<file path="config.mk">
export PLATFORM = sky130hd
export DESIGN_NAME = vga_pixel_pipe_flat
export DESIGN_NICKNAME = d
export VERILOG_FILES = /design/src/rtl/vga_pixel_pipe_if.sv /design/src/rtl/vga_pixel_pipe.sv /design/src/flat_wrapper.sv
export SDC_FILE = /design/constraint.sdc
export NUM_CORES = 1
export LEC_CHECK = 0
export ABC_CLOCK_PERIOD_IN_PS = 22100
export CAP_MARGIN = 20
export CORE_MARGIN = 10
export CORE_UTILIZATION = 29
export DETAILED_ROUTE_END_ITERATION = 8
export DONT_BUFFER_PORTS = 1
export HOLD_SLACK_MARGIN = 0.1
export SLEW_MARGIN = 30
export SYNTH_ARGS = -nofsm -noshare
export SYNTH_HDL_FRONTEND = slang
export SYNTH_SLANG_ARGS = --single-unit
</file>
<file path="constraint.sdc">
create_clock -name clk -period 22.1 [get_ports clk]
set_clock_uncertainty 0.1 [all_clocks]
set_input_delay 5.525 -clock clk [delete_from_list [all_inputs] [get_ports clk]]
set_output_delay 5.525 -clock clk [all_outputs]
set_load 0.02 [all_outputs]
</file>
<file path="src/rtl/vga_pixel_pipe_if.sv">
// Bus bundle for vga_pixel_pipe: raster in, framebuffer read port, palette write port, video out.
// Cursor signals exist only when VGA_CURSOR_EN is defined.
interface vga_pixel_pipe_if;
  // No valid/ready on any signal: the pipe is free-running and every stage advances every clock.
  logic        hsync_in;
  logic        vsync_in;
  logic        blank_b_in;
  logic [9:0]  x;
  logic [9:0]  y;
  logic [14:0] fb_addr;
  logic [3:0]  fb_rdata;
  logic        pal_we;
  logic [3:0]  pal_waddr;
  logic [11:0] pal_wdata;
  logic        hsync;
  logic        vsync;
  logic        blank_b;
  logic [3:0]  r;
  logic [3:0]  g;
  logic [3:0]  b;
  logic        frame_start;
`ifdef VGA_CURSOR_EN
  logic [9:0]  cursor_x;
  logic [9:0]  cursor_y;
  logic [11:0] cursor_rgb;

  modport master (
    output hsync_in, vsync_in, blank_b_in, x, y, fb_rdata,
    output pal_we, pal_waddr, pal_wdata, cursor_x, cursor_y, cursor_rgb,
    input  fb_addr, hsync, vsync, blank_b, r, g, b, frame_start
  );
  modport slave (
    input  hsync_in, vsync_in, blank_b_in, x, y, fb_rdata,
    input  pal_we, pal_waddr, pal_wdata, cursor_x, cursor_y, cursor_rgb,
    output fb_addr, hsync, vsync, blank_b, r, g, b, frame_start
  );
`else
  modport master (
    output hsync_in, vsync_in, blank_b_in, x, y, fb_rdata,
    output pal_we, pal_waddr, pal_wdata,
    input  fb_addr, hsync, vsync, blank_b, r, g, b, frame_start
  );
  modport slave (
    input  hsync_in, vsync_in, blank_b_in, x, y, fb_rdata,
    input  pal_we, pal_waddr, pal_wdata,
    output fb_addr, hsync, vsync, blank_b, r, g, b, frame_start
  );
`endif
endinterface

</file>
<file path="src/rtl/vga_pixel_pipe.sv">
// 3-cycle VGA pixel pipe: framebuffer address, external synchronous read, palette lookup.
// Optional 8x8 hardware cursor overlay when VGA_CURSOR_EN is defined.
module vga_pixel_pipe #(
  parameter int FB_W        = 160,
  parameter int FB_H        = 120,
  parameter int SCALE_SHIFT = 2
) (
  input logic             clk,
  input logic             reset,
  vga_pixel_pipe_if.slave bus
);

  logic [14:0] row, row_c, col, addr_next;
  logic [14:0] fb_addr_q;
  logic [2:0]  hs_d, vs_d, bl_d;
  logic [11:0] rgb_q;
  logic        frame_start_q;
  logic [11:0] pal [16];

  // Rows past the framebuffer clamp to the last row so the product never wraps.
  always_comb begin
    row       = 15'(bus.y >> SCALE_SHIFT);
    row_c     = (row < 15'(FB_H)) ? row : 15'(FB_H - 1);
    col       = 15'(bus.x >> SCALE_SHIFT);
    addr_next = row_c * 15'(FB_W) + col;
  end

`ifdef VGA_CURSOR_EN
  logic        cur_hit;
  logic [1:0]  hit_d;
  logic [11:0] crgb_d1, crgb_d2;

  // 11-bit bounds so a cursor at the right/bottom edge does not wrap to column/line 0.
  always_comb begin
    cur_hit = ({1'b0, bus.x} >= {1'b0, bus.cursor_x}) &&
              ({1'b0, bus.x} <  ({1'b0, bus.cursor_x} + 11'd8)) &&
              ({1'b0, bus.y} >= {1'b0, bus.cursor_y}) &&
              ({1'b0, bus.y} <  ({1'b0, bus.cursor_y} + 11'd8));
  end
`endif

  always_ff @(posedge clk or posedge reset) begin
    if (reset) begin
      fb_addr_q     <= '0;
      hs_d          <= 3'b111;
      vs_d          <= 3'b111;
      bl_d          <= 3'b000;
      rgb_q         <= '0;
      frame_start_q <= 1'b0;
      for (int i = 0; i < 16; i++) pal[i] <= {3{4'(i)}};
`ifdef VGA_CURSOR_EN
      hit_d         <= '0;
      crgb_d1       <= '0;
      crgb_d2       <= '0;
`endif
    end else begin
      // Stage 1: address; the memory read register acts as stage 2.
      fb_addr_q <= bus.blank_b_in ? addr_next : 15'd0;
      hs_d      <= {hs_d[1:0], bus.hsync_in};
      vs_d      <= {vs_d[1:0], bus.vsync_in};
      bl_d      <= {bl_d[1:0], bus.blank_b_in};
`ifdef VGA_CURSOR_EN
      hit_d     <= {hit_d[0], cur_hit};
      crgb_d1   <= bus.cursor_rgb;
      crgb_d2   <= crgb_d1;
`endif
      // Stage 3: bl_d[1] is the blank that lands on the output with this colour.
      if (!bl_d[1])
        rgb_q <= '0;
`ifdef VGA_CURSOR_EN
      else if (hit_d[1])
        rgb_q <= crgb_d2;
`endif
      else
        rgb_q <= pal[bus.fb_rdata];
      frame_start_q <= vs_d[2] & ~vs_d[1];
      // Written after the lookup above reads the old entry, so a same-cycle write shows next cycle.
      if (bus.pal_we) pal[bus.pal_waddr] <= bus.pal_wdata;
    end
  end

  assign bus.fb_addr     = fb_addr_q;
  assign bus.hsync       = hs_d[2];
  assign bus.vsync       = vs_d[2];
  assign bus.blank_b     = bl_d[2];
  assign bus.r           = rgb_q[11:8];
  assign bus.g           = rgb_q[7:4];
  assign bus.b           = rgb_q[3:0];
  assign bus.frame_start = frame_start_q;

endmodule

</file>
<file path="src/flat_wrapper.sv">
// flat-port wrapper written by rule: the top's interface ports become plain ports
module vga_pixel_pipe_flat 
#(
  parameter int FB_W        = 160,
  parameter int FB_H        = 120,
  parameter int SCALE_SHIFT = 2
)
  (clk, reset, bus_hsync_in, bus_vsync_in, bus_blank_b_in, bus_x, bus_y, bus_fb_rdata, bus_pal_we, bus_pal_waddr, bus_pal_wdata, bus_fb_addr, bus_hsync, bus_vsync, bus_blank_b, bus_r, bus_g, bus_b, bus_frame_start);
  vga_pixel_pipe_if bus_i ();
  input logic clk;
  input logic reset;
  input wire logic [$bits(bus_i.hsync_in)-1:0] bus_hsync_in;
  input wire logic [$bits(bus_i.vsync_in)-1:0] bus_vsync_in;
  input wire logic [$bits(bus_i.blank_b_in)-1:0] bus_blank_b_in;
  input wire logic [$bits(bus_i.x)-1:0] bus_x;
  input wire logic [$bits(bus_i.y)-1:0] bus_y;
  input wire logic [$bits(bus_i.fb_rdata)-1:0] bus_fb_rdata;
  input wire logic [$bits(bus_i.pal_we)-1:0] bus_pal_we;
  input wire logic [$bits(bus_i.pal_waddr)-1:0] bus_pal_waddr;
  input wire logic [$bits(bus_i.pal_wdata)-1:0] bus_pal_wdata;
  output wire logic [$bits(bus_i.fb_addr)-1:0] bus_fb_addr;
  output wire logic [$bits(bus_i.hsync)-1:0] bus_hsync;
  output wire logic [$bits(bus_i.vsync)-1:0] bus_vsync;
  output wire logic [$bits(bus_i.blank_b)-1:0] bus_blank_b;
  output wire logic [$bits(bus_i.r)-1:0] bus_r;
  output wire logic [$bits(bus_i.g)-1:0] bus_g;
  output wire logic [$bits(bus_i.b)-1:0] bus_b;
  output wire logic [$bits(bus_i.frame_start)-1:0] bus_frame_start;
  assign bus_i.hsync_in = bus_hsync_in;
  assign bus_i.vsync_in = bus_vsync_in;
  assign bus_i.blank_b_in = bus_blank_b_in;
  assign bus_i.x = bus_x;
  assign bus_i.y = bus_y;
  assign bus_i.fb_rdata = bus_fb_rdata;
  assign bus_i.pal_we = bus_pal_we;
  assign bus_i.pal_waddr = bus_pal_waddr;
  assign bus_i.pal_wdata = bus_pal_wdata;
  assign bus_fb_addr = bus_i.fb_addr;
  assign bus_hsync = bus_i.hsync;
  assign bus_vsync = bus_i.vsync;
  assign bus_blank_b = bus_i.blank_b;
  assign bus_r = bus_i.r;
  assign bus_g = bus_i.g;
  assign bus_b = bus_i.b;
  assign bus_frame_start = bus_i.frame_start;
  vga_pixel_pipe #(.FB_W(FB_W), .FB_H(FB_H), .SCALE_SHIFT(SCALE_SHIFT)) u_core (.clk(clk), .reset(reset), .bus(bus_i));
endmodule
</file>
# Yosys cells after proc, flatten, opt, wreduce, memory -nomap -nowiden
# Cells that the tools add are included.
# Widths: inputs -> output; s select.
totals:
  ff_bits: 229
  inputBits: 46
op_classes:
  magnitude_cmp: 4
  addsub: 1
  n_mul: 1
  reduce_logical: 1
  n_mux: 9
  bitwise: 4
op_table:
  columns: ["op", "count"]
  rows:
  - ["$bwmux 192", 1]
  - ["$bmux 12 s4", 1]
  - ["$demux 12 s4", 1]
  - ["$mux 12", 4]
  - ["$add 15x8->15", 1]
  - ["$mul 15x3->10 const B", 1]
  - ["$mux 15", 1]
  - ["$ge 5x5->1 const B", 2]
  - ["$not 4->5", 2]
  - ["$lt 8x7->1 const B", 1]
  - ["$mux 8", 1]
  - ["$lt 5x1->1 const B", 1]
  - ["$and 1x1->1", 1]
  - ["$logic_and 1x1->1", 1]
  - ["$not 1->1", 1]

# Longest topological paths before layout
# Gate-level depths: netlist (run 1).
logic_depth:
  depth_word: 6
  depth_mapped: 12
  ltp_nobuf: 12

# Worst setup path after synthesis (run 1)
# Ideal clock, no wire load.
synth_path:
  path_kind: "input -> register"
  start: "input bus_y[5]"
  end: "register u_core.fb_addr_q[14] (netlist: u_core.bus.fb_addr[14])"
  stages: 12
  required_time_ns: 21.880
  setup_time_ns: 0.120
  setup_slack_ns: 13.857
  arrival_time_ns: 8.023
  cell_sequence: "a41oi_1 -> nand2b_1 -> ha_1 -> ha_1 -> inv_1 -> fa_1 -> nor2b_1 -> or3_1 -> a31oi_1 -> maj3_1 -> or4_1 -> and3_1"
synth_between:
  elab_chain_len: 5
synth_lines:
  columns: ["element", "line", "text"]
  rows:
  - ["start: declaration", "flat_wrapper.sv:16", "input wire logic [$bits(bus_i.y)-1:0] bus_y;"]
  - ["$lt 8x7->1", "vga_pixel_pipe.sv:23", "row_c = (row < 15'(FB_H)) ? row : 15'(FB_H - 1);"]
  - ["$mux 8 (*)", "vga_pixel_pipe.sv:23", null]
  - ["$mul 15x3->10 (*)", "vga_pixel_pipe.sv:25", "addr_next = row_c * 15'(FB_W) + col;"]
  - ["$add 15x8->15 (*)", "vga_pixel_pipe.sv:25", null]
  - ["$mux 15 (*)", "vga_pixel_pipe.sv:58", "fb_addr_q <= bus.blank_b_in ? addr_next : 15'd0;"]
  - ["end signal: assignment", "vga_pixel_pipe.sv:58", null]
  - ["end: declaration", "vga_pixel_pipe.sv:14", "logic [14:0] fb_addr_q;"]
# Every way passes the cells marked *; elsewhere a longest branch is shown, timed or not.
# A chain may end at the register's enable or synchronous reset.

# Worst setup path after layout (run 1)
layout_path:
  start: "input bus_y[7]"
  end: "register u_core.fb_addr_q[14] (netlist: u_core.bus.fb_addr[14])"
# Same word-level chain as after synthesis.

==> results.yml, run 1 <==
layout:
  antenna_cells: 0
  area_growth_pct: 13.1
  ff_latch_area_um2: 5860
  drive_gt1_share_pct: 61.3
  multi_input_area_um2: 4390
  final_area_um2: 11800
  nFillCells: 3444
  final_nets: 707
critical_path:
  reg2reg_depth: 3
  cpPeakStageDelay_ns: 0.50
  slowest_stage: "or4_1"
  worstPathCellList: "a41oi_1 -> nand2b_1 -> ha_1 -> ha_1 -> inv_1 -> fa_1 -> nor2b_1 -> o31ai_1 -> xnor2_1 -> nand3_1 -> or4_1 -> and3_1"
  critPathLaunchType: "input pin"
  reg2reg_from: "u_core.pal[140]"
  crit_path_max_fanout: 4
  endpoint_kind: "flip-flop"
  cp.required_ns: 22.42
  crit_arrival_ns: 8.29
  r2r_slack_ns: 20.34
  crit_family: "simple AND/OR/NAND/NOR gates"
  cpMostUsedCell: "ha_1"
  r2r_end: "u_core.rgb_q[8]"
  path_buf_inv: 1
  path_class: "input pin to flip-flop"
synthesis:
  async_flop_share_pct: 100
  seq_area_frac_synth_pct: 56.1
  post_synth.cell_area_avg_um2: 16.0
  synth_nets: 712
  synth_top_area_share_pct: 30.4
  yosys.area.top_type: "dfrtp_1"
  ys_warn_count: 0
  synth_flop_cell: "dfrtp_1"
  synth_cell_types: 37
  syn_area_um2: 10400
  synth_edf_count: 0
  ys_top_cells_by_area: "dfrtp_1 (30%), dfstp_2 (26%), mux2_2 (20%)"
  synth-seq-cells: 229
  syn_inst: 651
clock_tree:
  cts.hold.buffers_added: 0
  cts_root_buf: "clkbuf_16"
  cts_buffer_depth: 3
  clock_latency_ns: 0.55
  cts_tree: "yes"
  cts_max_level: 1
  post-cts-setup-buffers: 0
  path_clk_slew_ns: 0.06
  cts_made_buffers: 26
  post_cts_resized: 0
  cts_sinks: 229
placed_design:
  portBuffers: 0
  dp_hpwl_um: 14000
  place_congestion: 0.737
  placed_area_um2: 10900
  place_ws_ns: 13.57
drt:
  drt_iter0_markers: 221
  totalWireLength_um: 23000
  viasPerCell: 4.82
  drc_errors: 0
  vias: 5429
  first_pass_iters: 4
  postRouteAntennaNets: 0
  wl_per_cell_um: 20.4
power:
  internal_power_w: 0.000920
  power.leakage_nw: 4.73
  p_sw_w: 0.000283
  peakVddDrop_v: 0.0000556
  pwr_density_cell_nw_per_um2: 102
  power_w: 0.00120
  seqPwrFrac_pct: 49.2
  pwr-share-clk_pct: 36.1
  p_sw_share_pct: 23.5
  combPwrFrac_pct: 14.7
sta:
  min_period_ns: 7.98
  timing.final.ws_setup_ns: 14.12
  finalSetupTns_ns: 0
  worst_pin_slew_ns: 0.969
  rsz0062_at_grt: "no"
  hold_viol_final: 0
  max_slew_margin_pct: 35.2
  finalHoldWorstSlack_ns: 0.247
  post-route-period-util_pct: 36.1
  slew_viol_final: 0
  fmax_mhz: 125
  finalSetupViolations: 0
global_routing:
  antenna_found_initial: 1
  grt_start_max_net_pins: 105
  grt_pass1_vias: 5798
  grt_pass1_wl_um: 35900
  grt_usage_pct: 10.4
  overflow: 0
hold_path:
  whs_path_depth: 0
  holdCritStartpoint: "u_core.bl_d[0]"
  min_path_type: "flip-flop to flip-flop"
  holdPathEnd: "u_core.bl_d[1]"
die:
  die_area_um2: 44000
  fp.dieH_um: 210
  die_w_um: 210
  start_util_pct: 29.4
  rows: 69
  io_pins: 77
  core_um2: 35600
run:
  cap_violations: 0
run_status:
  outcome: "finished clean"
==> layout by cell type, fill, tap and decap left out, types with 2 or more instances in the layout <==
cell | netlist | layout
clkbuf_1 | 25 | 7
clkbuf_16 | 0 | 26
mux2_2 | 186 | 186
and3_1 | 2 | 2
buf_4 | 0 | 9
nand4_1 | 2 | 2
nor3_4 | 0 | 3
or3_1 | 5 | 5
a21o_1 | 4 | 4
mux4_2 | 60 | 60
ha_1 | 13 | 13
clkbuf_8 | 0 | 6
nand2b_1 | 7 | 7
o31ai_1 | 2 | 2
nor3_2 | 0 | 2
dfrtp_1 | 127 | 127
bufinv_16 | 0 | 2
mux2_1 | 6 | 6
nand2_1 | 6 | 6
xor2_1 | 2 | 2
dfstp_2 | 102 | 102
xnor2_1 | 9 | 9
nor2_1 | 10 | 10
fa_1 | 2 | 2
and2_1 | 24 | 24
or2_2 | 3 | 3
nor2b_1 | 4 | 4
inv_1 | 9 | 8
nand3_1 | 5 | 5
clkinv_2 | 0 | 5
a21oi_1 | 4 | 4
==> through the flow <==
| step | cells | util [%] |
|---|---|---|
| 3_3_place_gp | 1079 | 30.8 |
| 3_5_place_dp | 1079 | 30.8 |
| 5_1_grt | 1127 | 33.2 |
| 6_report | 1127 | 33.2 |
| 4_1_cts | 1127 | 33.2 |
| 2_1_floorplan | 651 | - |
==> power by group through the flow <==
stage          registers (W)  clock network, W  logic, W
2_1_floorplan       0.000583                 0  0.000162
3_3_place_gp        0.000596                 0  0.000174
3_5_place_dp        0.000599                 0  0.000179
4_1_cts             0.000593          0.000445  0.000180
5_1_grt             0.000604          0.000462  0.000194
6_report            0.000592          0.000434  0.000177
==> synthesized netlist by cell type, types with 2 or more instances <==
| cell | count |
|---|---|
| dfstp_2 | 102 |
| inv_1 | 9 |
| o31ai_1 | 2 |
| nand3_1 | 5 |
| nand2b_1 | 7 |
| xnor2_1 | 9 |
| and3_1 | 2 |
| or3_1 | 5 |
| xor2_1 | 2 |
| ha_1 | 13 |
| or2_2 | 3 |
| mux4_2 | 60 |
| and2_1 | 24 |
| mux2_2 | 186 |
| mux2_1 | 6 |
| nor3_1 | 6 |
| a21oi_1 | 4 |
| fa_1 | 2 |
| clkbuf_1 | 25 |
| nor2b_1 | 4 |
| dfrtp_1 | 127 |
| buf_2 | 11 |
| buf_1 | 4 |
| nand4_1 | 2 |
| nand2_1 | 6 |
| buf_8 | 2 |
| a21o_1 | 4 |
| nor2_1 | 10 |
==> registers in the layout, indices dropped and copies added (netlist names) <==
| register | cells |
|---|---|
| u_core.pal | 192 |
| u_core.vs_d | 3 |
| u_core.rgb_q | 12 |
| u_core.bus.fb_addr | 15 |
| u_core.hs_d | 3 |
| u_core.bl_d | 3 |
| u_core.bus.frame_start | 1 |
==> how the worst max path moves through the flow <==
stage / to / start / depth (start not counted) / slack (ns)
floorplan: u_core.bl_d[0] / reset / 1 / 10.37
detailed placement: u_core.bus.fb_addr[14] / bus_y[7] / 12 / 13.57
global placement: u_core.bus.fb_addr[14] / bus_y[7] / 12 / 13.59
CTS: u_core.bus.fb_addr[14] / bus_y[7] / 12 / 14.14
global route: u_core.bus.fb_addr[14] / bus_y[7] / 12 / 13.82
finish: u_core.bus.fb_addr[14] / bus_y[7] / 12 / 14.12
==> metal layers <==
layer | vias up | GRT usage (%) | part of all wire (%)
li1 | 2371 | - | -
met4 | 0 | 2.90 | 1.8
met1 | 2936 | 12.3 | 41
met2 | 93 | 18.1 | 51
met5 | - | 0 | 0
met3 | 29 | 2.76 | 6.3
==> cells by family (layout without fill, tap and decap cells) <==
family	after synthesis	after routing	synth area share, %
adders and majority gates	16	16	2.04
xor gates and xnor gates	11	11	0.923
muxes	252	252	33.7
buffers and inverters	52	67	2.29
other	1	1	0.0359
DFF	229	229	56.1
AOI/OAI and AO/OA	15	15	0.959
and+or+nand+nor	75	75	3.99
==> area by class of cell <==
class / count / share of cell area, %
Sequential cell: 229 / 49.6
Clock buffer: 39 / 6.43
Multi-Input combinational cell: 370 / 37.1
Timing Repair Buffer: 10 / 0.667
Clock inverter: 9 / 0.932
Tap cell: 461 / 4.88
Inverter: 9 / 0.350
(Power assumes the default switching activity.)
==> run 2, diff against run 1 <==
--- a/config.mk
+++ b/config.mk
@@ -5,7 +5,7 @@
 export SDC_FILE = /design/constraint.sdc
 export NUM_CORES = 1
 export LEC_CHECK = 0
-export ABC_CLOCK_PERIOD_IN_PS = 22100
+export ABC_CLOCK_PERIOD_IN_PS = 7700
 export CAP_MARGIN = 20
 export CORE_MARGIN = 10
 export CORE_UTILIZATION = 29
==> constraint.sdc (replaced) <==
create_clock -name clk -period 7.7 [get_ports clk]
set_clock_uncertainty 0.1 [all_clocks]
set_input_delay 1.925 -clock clk [delete_from_list [all_inputs] [get_ports clk]]
set_output_delay 1.925 -clock clk [all_outputs]
set_load 0.02 [all_outputs]
==> run 2 against run 1 <==
Register-to-register slack lost 14 ns. Global-route usage shrank 0.071 points. Sequential cell count is the same. Via count down 0.29%. Worst setup slack lost 11 ns. Routed wire length fell by 1.1%. Worst hold slack lost 0.0010 ns. Die area unchanged. Sequential share of layout area decreased by 0.37 points. Cell area grew 0.74%. Combinational power grew to 2.9 times the previous value. Utilization up 0.25 points. Largest power group unchanged.
==> results.yml, run 2 (synthesized netlist as in run 1, its figures left out) <==
run_status:
  outcome: "finished clean"
clock_tree:
  cts_tree: "yes"
  path_clk_slew_ns: 0.05
  clock_latency_ns: 0.55
  cts_buffer_depth: 3
  post-cts-setup-buffers: 0
  cts_made_buffers: 27
  cts_sinks: 229
  post_cts_resized: 0
  cts.hold.buffers_added: 0
  cts_max_level: 1
  cts_root_buf: "clkbuf_16"
die:
  io_pins: 77
  rows: 69
  die_area_um2: 44000
  die_w_um: 210
  fp.dieH_um: 210
  core_um2: 35600
  start_util_pct: 29.4
drt:
  first_pass_iters: 6
  met1Wirelength_um: 9250
  drc_errors: 0
  viasPerCell: 4.79
  drt_iter0_markers: 232
  postRouteAntennaNets: 0
  wl_per_cell_um: 20.1
  vias: 5413
  totalWireLength_um: 22700
  met2_length_um: 11600
  wl_met3_um: 1400
  maxUsedRoutingLayer: "met4"
placed_design:
  place_congestion: 0.743
  dp_hpwl_um: 13800
  portBuffers: 0
critical_path:
  crit_path_max_fanout: 4
  critPathLaunchType: "input pin"
  slowest_stage: "or4_1"
  reg2reg_depth: 3
  worstPathCellList: "a41oi_1 -> nand2b_1 -> ha_1 -> ha_1 -> inv_1 -> fa_1 -> nor2b_1 -> o31ai_1 -> xnor2_1 -> nand3_1 -> or4_1 -> and3_1"
  cp_num_cells: 12
  path_class: "input pin to flip-flop"
  endpoint_kind: "flip-flop"
  crit_arrival_ns: 4.70
  path_buf_inv: 1
  cp.required_ns: 8.03
  crit_family: "simple AND/OR/NAND/NOR gates"
  cpMostUsedCell: "ha_1"
  cpPeakStageDelay_ns: 0.50
layout:
  final_nets: 709
  drive_gt1_share_pct: 61.9
  post-route-util_pct: 33.5
  top_register: "u_core.pal"
  final_common_cell: "mux2_2"
  area_growth_pct: 14.0
  final_cell_mix: "mux2_2 (186), dfrtp_1 (127), dfstp_2 (102), mux4_2 (60), clkbuf_16 (27)"
  largest_reg_flops: 192
sta:
  finalSetupTns_ns: 0
  slew_viol_final: 0
  post-route-period-util_pct: 56.7
  min_period_ns: 4.37
  rsz0062_at_grt: "no"
  hold_viol_final: 0
  finalSetupViolations: 0
  fmax_mhz: 229
  worst_pin_slew_ns: 0.957
  max_slew_margin_pct: 36.0
run:
  cap_violations: 0
global_routing:
  grt_pass1_vias: 5861
  overflow: 0
  antenna_found_initial: 0
  grt_start_max_net_pins: 103
  grt_pass1_wl_um: 35700
  grt_usage_pct: 10.3
power:
  peakVddDrop_v: 0.000146
  power.leakage_nw: 4.76
  pwr_density_cell_nw_per_um2: 293
hold_path:
  min_path_type: "flip-flop to flip-flop"
  whs_path_depth: 0
==> run 2: path summary, 6_finish.rpt <==
kind                                  from                     end  slack [ns]
max                               bus_y[7]  u_core.bus.fb_addr[14]        3.33
min                         u_core.bl_d[0]          u_core.bl_d[1]        0.25
min in group asynchronous            reset   u_core.bus.fb_addr[0]        1.12
max in group asynchronous            reset          u_core.pal[17]        4.89
min reg2reg                 u_core.bl_d[0]          u_core.bl_d[1]        0.25
max reg2reg                u_core.pal[188]         u_core.rgb_q[8]        5.96
==> run 2: routing by layer <==
layer,track usage [%],vias to the layer above
met5,0,-
met4,3.32,0
met3,2.73,28
met2,17.8,95
met1,12.2,2909
li1,-,2381
==> run 2: final cells by class <==
type                            instances  area (um^2)
Fill cell                            3467        23700
Sequential cell                       229         5860
Multi-Input combinational cell        370         4390
Clock buffer                           38          787
Tap cell                              461          577
Timing Repair Buffer                   11          128
Clock inverter                         10          118
Inverter                                9         37.5
Antenna cell                            1         2.50
==> run 2: metrics by stage <==
step	std cells	total power [W]	hold slack [ns]	setup slack, ns	instance area, um^2
after CTS	1127	0.00354	0.248	3.32	11900
after global placement	1078	0.00221	0.234	2.80	10900
after floorplan	651	0.00214	0.231	2.76	10400
after detailed placement	1079	0.00224	0.235	2.75	11000
final	1129	0.00348	0.246	3.33	11900
after global routing	1128	0.00366	0.259	3.01	11900
==> run 2: power by group <==
group	switching, W	internal, W
clock	0.000497	0.000778
sequential	0.000152	0.00155
combinational	0.000162	0.000346
total	0.000811	0.00267
==> run 3, diff against run 2 <==
--- a/config.mk
+++ b/config.mk
@@ -5,7 +5,7 @@
 export SDC_FILE = /design/constraint.sdc
 export NUM_CORES = 1
 export LEC_CHECK = 0
-export ABC_CLOCK_PERIOD_IN_PS = 7700
+export ABC_CLOCK_PERIOD_IN_PS = 3500
 export CAP_MARGIN = 20
 export CORE_MARGIN = 10
 export CORE_UTILIZATION = 29
==> constraint.sdc (replaced) <==
create_clock -name clk -period 3.5 [get_ports clk]
set_clock_uncertainty 0.1 [all_clocks]
set_input_delay 0.875 -clock clk [delete_from_list [all_inputs] [get_ports clk]]
set_output_delay 0.875 -clock clk [all_outputs]
set_load 0.02 [all_outputs]
==> run 3 against run 2 <==
Count of clock-buffer cells in the layout up 2. Highest routed layer unchanged. Die area did not move. Worst hold slack lost 0.028 ns. Critical endpoint unchanged. Non-clock buffer count is 27 higher.
==> results.yml, run 3 (synthesized netlist as in run 1, its figures left out) <==
sta:
  slew_viol_final: 0
  finalSetupViolations: 0
  hold_viol_final: 0
  worst_pin_slew_ns: 0.872
  finalHoldWorstSlack_ns: 0.219
  max_slew_margin_pct: 41.9
  post-route-period-util_pct: 86.9
  min_period_ns: 3.04
  fmax_mhz: 329
  rsz0062_at_grt: "no"
run:
  cap_violations: 0
die:
  start_util_pct: 29.4
  rows: 69
  die_area_um2: 44000
  io_pins: 77
  core_um2: 35600
  fp.dieH_um: 210
  die_w_um: 210
power:
  peakVddDrop_v: 0.000361
  power.leakage_nw: 4.87
  power_w: 0.00769
  pwr_density_cell_nw_per_um2: 635
hold_path:
  min_path_type: "input pin to flip-flop"
  holdCritStartpoint: "bus_vsync_in"
  holdPathEnd: "u_core.vs_d[0]"
  whs_path_depth: 0
global_routing:
  grt_start_max_net_pins: 49
  overflow: 0
  grt_pass1_wl_um: 36700
  antenna_found_initial: 0
  grt_usage_pct: 10.6
  grt_pass1_vias: 6012
critical_path:
  critPathLaunchType: "input pin"
  path_class: "input pin to flip-flop"
  crit_path_max_fanout: 4
  cp.required_ns: 3.84
  r2r_slack_ns: 1.74
  crit_arrival_ns: 3.38
  endpoint_kind: "flip-flop"
  reg2reg_from: "u_core.pal[103]"
  reg2reg_depth: 3
  r2r_end: "u_core.rgb_q[7]"
drt:
  postRouteAntennaNets: 0
  met1Wirelength_um: 9670
  vias: 5550
  met2_length_um: 11600
  maxUsedRoutingLayer: "met4"
  wl_met3_um: 1420
  drt_iter0_markers: 240
  first_pass_iters: 4
  wl_per_cell_um: 20.1
  totalWireLength_um: 23200
  drc_errors: 0
  viasPerCell: 4.80
layout:
  final_cell_mix: "mux2_2 (186), dfrtp_1 (127), dfstp_2 (102), mux4_2 (60), buf_4 (31)"
  antenna_cells: 0
  area_growth_pct: 15.9
  nFillCells: 3445
  final_common_cell: "mux2_2"
  final_nets: 736
  drive_gt1_share_pct: 62.6
  largest_reg_flops: 192
  top_register: "u_core.pal"
clock_tree:
  cts_max_level: 1
  cts_buffer_depth: 3
  cts_sinks: 229
  cts_tree: "yes"
  post-cts-setup-buffers: 0
  clock_latency_ns: 0.55
  cts_made_buffers: 27
  path_clk_slew_ns: 0.05
  cts_root_buf: "clkbuf_16"
placed_design:
  dp_hpwl_um: 14500
  place_congestion: 0.728
  portBuffers: 0
run_status:
  outcome: "finished clean"
run 3: changes by cell type in the layout (fill, tap and decap cells not counted), sizes merged:
cell / delta
clkinv: -3
buf: +26
dlygate4sd3: +1
clkbuf: +2
diode: -1
clkinvlp: +2
run 3: metrics by stage:
step	TNS, ns	instance area, um^2	instances	setup WS, ns	util [%]
floorplan	-48.98	10500	651	-0.386	-
global placement	-0.116	11200	1105	-0.116	31.5
detailed placement	-0.129	11200	1105	-0.129	31.5
CTS	0	12100	1154	0.452	33.9
global route	0	12100	1156	0.306	34.0
finish	0	12100	1156	0.458	34.0
run 3: layout make-up:
class                   count  area, um^2  area share [%]
repair buffers             38         363            3.00
inverters                   9        37.5           0.310
multi-input cells         370        4390            36.2
flip-flops and latches    229        5860            48.4
well taps                 461         577            4.77
clock buffers              40         764            6.32
clock inverters             9         118           0.972
run 3: worst max-delay path by stage:
stage	startpoint	to	depth (start not counted)
floorplan	reset	u_core.bl_d[0]	1
detailed placement	bus_y[5]	u_core.bus.fb_addr[14]	12
CTS	bus_y[5]	u_core.bus.fb_addr[14]	12
global placement	bus_y[5]	u_core.bus.fb_addr[14]	12
finish	bus_y[5]	u_core.bus.fb_addr[14]	12
global route	bus_y[5]	u_core.bus.fb_addr[14]	12
run 3: per-layer routing:
metal,vias to the layer above,track usage (%)
met1,2975,12.5
met2,112,18.1
li1,2431,-
met5,-,0
met4,0,3.85
met3,32,3.01
run 3: timing repair:
| action | CTS | global route |
|---|---|---|
| hold buffers | 0 | 1 |
| endpoints found under the hold margin | 0 | 6 |
| gates resized for setup | 0 | 0 |
run 3: power breakdown:
group          internal, W  switching (W)
sequential         0.00341       0.000334
combinational     0.000801       0.000364
clock              0.00166        0.00112
total              0.00587        0.00182
run 3: worst max-delay path, stage by stage:
cell	delay [ns]
a41oi_4	0.22
nand2b_1	0.10
ha_1	0.29
ha_1	0.16
inv_1	0.05
fa_1	0.38
nor2b_1	0.16
or3_1	0.12
a31oi_1	0.08
maj3_1	0.37
or4_1	0.39
and3_1	0.18
